<file path="config.mk">
export PLATFORM = sky130hd
export DESIGN_NAME = switch_debounce_counter_display
export DESIGN_NICKNAME = d
export VERILOG_FILES = /design/src/rtl/switch_debounce_counter_display.sv
export SDC_FILE = /design/constraint.sdc
export NUM_CORES = 1
export LEC_CHECK = 0
export CAP_MARGIN = 10
export CORE_AREA = 2 2 152 154
export DETAILED_ROUTE_END_ITERATION = 12
export DIE_AREA = 0 0 154 156
export GPL_TIMING_DRIVEN = 0
export PLACE_DENSITY = 0.63
export SYNTH_ARGS = -nofsm -noshare
export SYNTH_HDL_FRONTEND = slang
export SYNTH_SLANG_ARGS = --single-unit
</file>
<file path="constraint.sdc">
create_clock -name MAX10_CLK1_50 -period 3.6 [get_ports MAX10_CLK1_50]
set_input_delay 0.72 -clock MAX10_CLK1_50 [delete_from_list [all_inputs] [get_ports MAX10_CLK1_50]]
set_output_delay 0.72 -clock MAX10_CLK1_50 [all_outputs]
set_load 0.02 [all_outputs]
</file>
<file path="src/rtl/switch_debounce_counter_display.sv">
// Per-channel switch synchroniser, counter debouncer and mod-10 toggle counter,
// shown on active-low 7-segment digits as either switch state or toggle count.
module switch_debounce_counter_display #(
    parameter int NUM_CH          = 6,
    parameter int DEBOUNCE_CYCLES = 500000,
    localparam int CNT_W          = $clog2(DEBOUNCE_CYCLES)
) (
    input  logic                  MAX10_CLK1_50,
    input  logic                  KEY0,
    input  logic [NUM_CH-1:0]     SW,
    input  logic                  KEY1,
    input  logic                  MODE,
    output logic [NUM_CH-1:0]     LEDR,
    output logic [8*NUM_CH-1:0]   HEX
);

    localparam logic [CNT_W-1:0] DCNT_MAX = CNT_W'(DEBOUNCE_CYCLES - 1);

    logic [NUM_CH-1:0] s1;
    logic [NUM_CH-1:0] s2;
    logic [NUM_CH-1:0] stable;
    logic [NUM_CH-1:0] rise;
    logic [CNT_W-1:0]  dcnt  [NUM_CH];
    logic [3:0]        count [NUM_CH];
    logic              k1;
    logic              k2;
    logic              clr;

    // Segment bits g..a, active-low; out-of-range values show "E".
    function automatic logic [6:0] seg7(input logic [3:0] d);
        case (d)
            4'd0:    seg7 = 7'b100_0000;
            4'd1:    seg7 = 7'b111_1001;
            4'd2:    seg7 = 7'b010_0100;
            4'd3:    seg7 = 7'b011_0000;
            4'd4:    seg7 = 7'b001_1001;
            4'd5:    seg7 = 7'b001_0010;
            4'd6:    seg7 = 7'b000_0010;
            4'd7:    seg7 = 7'b111_1000;
            4'd8:    seg7 = 7'b000_0000;
            4'd9:    seg7 = 7'b001_0000;
            default: seg7 = 7'b000_0110;
        endcase
    endfunction

    always_ff @(posedge MAX10_CLK1_50 or negedge KEY0) begin
        if (!KEY0) begin
            s1 <= '0;
            s2 <= '0;
            k1 <= 1'b0;
            k2 <= 1'b0;
        end else begin
            s1 <= SW;
            s2 <= s1;
            k1 <= KEY1;
            k2 <= k1;
        end
    end

    assign clr = ~k2;

    // A rise is a 0->1 acceptance happening on this edge.
    always_comb begin
        rise = '0;
        for (int i = 0; i < NUM_CH; i++) begin
            rise[i] = s2[i] & ~stable[i] & (dcnt[i] == DCNT_MAX);
        end
    end

    always_ff @(posedge MAX10_CLK1_50 or negedge KEY0) begin
        if (!KEY0) begin
            stable <= '0;
            for (int i = 0; i < NUM_CH; i++) begin
                dcnt[i]  <= '0;
                count[i] <= 4'd0;
            end
        end else begin
            for (int i = 0; i < NUM_CH; i++) begin
                if (s2[i] == stable[i]) begin
                    dcnt[i] <= '0;
                end else if (dcnt[i] == DCNT_MAX) begin
                    stable[i] <= s2[i];
                    dcnt[i]   <= '0;
                end else begin
                    dcnt[i] <= dcnt[i] + CNT_W'(1);
                end

                if (clr) begin
                    count[i] <= 4'd0;
                end else if (rise[i]) begin
                    count[i] <= (count[i] == 4'd9) ? 4'd0 : count[i] + 4'd1;
                end
            end
        end
    end

    // In count mode the DP lights while the switch is up.
    always_ff @(posedge MAX10_CLK1_50 or negedge KEY0) begin
        if (!KEY0) begin
            HEX <= {NUM_CH{8'hC0}};
        end else begin
            for (int i = 0; i < NUM_CH; i++) begin
                if (MODE) begin
                    HEX[8*i +: 8] <= {~stable[i], seg7(count[i])};
                end else begin
                    HEX[8*i +: 8] <= {1'b1, seg7({3'b000, stable[i]})};
                end
            end
        end
    end

    assign LEDR = stable;

endmodule

</file>
==> flow_metrics.tcl <==
set metrics [dict create \
    yosysSeqAreaShare_pct 50.74 \
    insertedDiodeCount 0 \
    clkSinkCount 206 \
    skew_ps 17.21 \
    netlist_area_sq_um 10190 \
    hold_buffers 0 \
    powerDensity_nw_per_um2 399.0 \
    final_core_util_pct 53.43 \
    worst_slew_pin_slew_ps 935.1 \
    design.portCount 64 \
    placement.io_buffers 63 \
    grt_overflow_total 0 \
    grt_pass1_vias 7270 \
    path_class "reg2reg" \
    vias_per_cell 5.357 \
    synth_edf_count 0 \
    pwr-share-seq_pct 49.6 \
    drive_gt1_share_pct 5.704 \
    pwr-share-comb_pct 3.1 \
    hold_violations 0 \
    place.gp.congestion 0.8014 \
    syn_nets 1100 \
    drt-pass1-iter-count 4 \
    wl_per_cell_um 14.61 \
    synth_flop_cell "dfrtp_1" \
    ys_seq_elements 206 \
    core_sq_um 22370 \
    whs_ps 189.1 \
    num-nets-final 1190 \
    antenna_found_initial 0 \
    placementRows 55 \
    fmax_mhz 383.3 \
    dpl_worst_slack_ps 613.3 \
    num_vias 7725 \
    leakage_nw 4.756 \
    path_cells "ha_1 -> and3_1 -> clkbuf_1 -> nand3_1 -> o21bai_1 -> clkbuf_1 -> nor2_1" \
    crit_required_ps 3970 \
    internal-power_mw 3.742 \
    die_h_um 156 \
    crit_family "buffers and inverters" \
    remaining_drc_errors 0 \
    area_growth_pct 17.28 \
    status "finished, final reports clean" \
    power.switching_mw 1.026 \
    avgSynthCellArea_sq_um 9.713 \
    r2r-start "dcnt[38]" \
    power_frac_clock_pct 47.3 \
    synth-async-reset-ratio_pct 100.0 \
    fin_crit_ps 2609 \
    yosys.area.top_type "dfrtp_1" \
    wl_mm 21.06 \
    place.detailed.hpwl_mm 14.19 \
    grt_usage_pct 18.11 \
    nFillCells 2027 \
    grt_max_degree 121 \
    root_buffer "clkbuf_16" \
    cts_resized 0 \
    slowest_delay_ps 640 \
    yosys_warnings 0 \
    final_cell_mix "dfrtp_1 (194), nor2_1 (130), nand2_1 (76)" \
    vdd_ir_drop_max_uv 266.8 \
    critPathMaxFanout 10 \
    final_common_cell "dfrtp_1" \
    swShare_pct 21.52 \
    cts_buffer_depth 3 \
    cp_slowest_cell "o21bai_1" \
    drtIter0Drc 419 \
    insertion_delay_ps 500 \
    cts_setup_buffers 0 \
    cp-end-kind "flip-flop" \
    maxSlewHeadroom_pct 37.66 \
    hold_class "in2async" \
    synth_top_cell_area_share_pct 47.65 \
    die_w_um 154 \
    worst_slack_ps 991.0 \
    cts_tree "yes" \
    die_area_sq_um 24020 \
    synth_area_leaders "dfrtp_1 (48%), xnor2_1 (5.2%), ha_1 (5.0%)" \
    crit_top_cell "clkbuf_1" \
    finalSetupTns_ps 0 \
    path_buf_inv 2 \
    final_antenna_net_count 0 \
    grt_pass1_wl_mm 36.29 \
    slew_viol_final 0 \
    startpoint_type "flip-flop" \
    cp-startpoint "dcnt[38]" \
    clk_pin_slew_ps 60 \
    rsz0062_at_grt "no" \
    syn_inst 1049 \
    cts_buffers 24 \
    start_util_pct 45.56 \
    drv_cap 0 \
    period_share_pct 72.47 \
    critical_path_arrival_ps 2970 \
    setup_violations 0 \
    synth_cell_types 59 \
    htree_levels 1 \
]
[per-stage QoR]
step,power [mW],area [sq um],std cells
after detailed placement,2.559,11210,1398
after floorplan,2.465,10190,1049
after global routing,4.978,11950,1442
after global placement,2.555,11180,1397
after CTS,4.850,11950,1442
final,4.768,11950,1442
[state kept, by name (all words and copies together), names as in the netlist]
register  flops
s1            6
k2            1
s2            6
HEX          48
LEDR          6
dcnt        114
count        24
k1            1
[power by group through the flow]
| stage | clock network, mW | logic (mW) | registers [mW] |
|---|---|---|---|
| final | 2.26 | 0.150 | 2.36 |
| after global routing | 2.44 | 0.175 | 2.37 |
| after CTS | 2.33 | 0.157 | 2.36 |
| after detailed placement | 0 | 0.156 | 2.40 |
| after global placement | 0 | 0.150 | 2.40 |
| after floorplan | 0 | 0.0661 | 2.40 |
[layer usage]
layer / vias up / global-route usage (%) / wire, um
met4: 0 / 3.738 / 223
li1: 3874 / - / -
met5: - / 0 / 0
met2: 125 / 28.38 / 9573
met3: 17 / 2.861 / 957
met1: 3709 / 26.74 / 10310
[cells by family after synthesis]
| kind of cell | synth area share, % |
|---|---|
| buf+inv | 3.426 |
| fa+ha+maj | 5.035 |
| xor+xnor | 6.877 |
| compound gates | 9.910 |
| simple gates | 22.17 |
| mux | 1.842 |
| flops | 50.74 |
[area by class of cell]
type	instances	area (sq um)	area share, %
inverters	59	221.5	1.853
clock buffers	41	725.7	6.073
repair buffers	64	663.1	5.550
plain buffers	33	127.6	1.068
well taps	285	356.6	2.984
flip-flops and latches	206	5170	43.27
clock inverters	3	15.01	0.1257
multi-input cells	751	4669	39.08
[synth_stat cells, types with 2 or more instances]
cell / count
dfrtp_1: 194
nor2_1: 130
nand2_1: 76
a21oi_1: 67
xnor2_1: 61
inv_1: 59
nand3_1: 56
o21ai_0: 51
ha_1: 41
nand4_1: 32
clkbuf_1: 29
nor3_1: 28
nor4_1: 27
xor2_1: 19
o31ai_1: 18
or3_1: 18
and3_1: 15
or4_1: 13
dfstp_2: 12
mux2i_1: 12
nor2b_1: 10
nand2b_1: 9
nor4b_1: 6
mux2_2: 5
a31o_2: 4
nand4b_1: 4
nor4bb_1: 4
o41ai_1: 4
or4b_1: 4
buf_2: 3
a2111o_1: 2
a21o_1: 2
a31oi_1: 2
and4_1: 2
nand3b_1: 2
o21a_1: 2
o21bai_1: 2
o311ai_0: 2
or2_2: 2
[worst paths after layout]
kind	to	slack [ps]	cells past startpoint
worst min register to register	s2[3]	350	0
min in group MAX10_CLK1_50	s2[3]	350	0
worst max-delay path	dcnt[47]	990	7
max in group asynchronous	dcnt[10]	2400	2
worst min-delay path	dcnt[41]	190	1
worst max register to register	dcnt[47]	990	7
No activity file was read; power rests on OpenSTA's default activity.
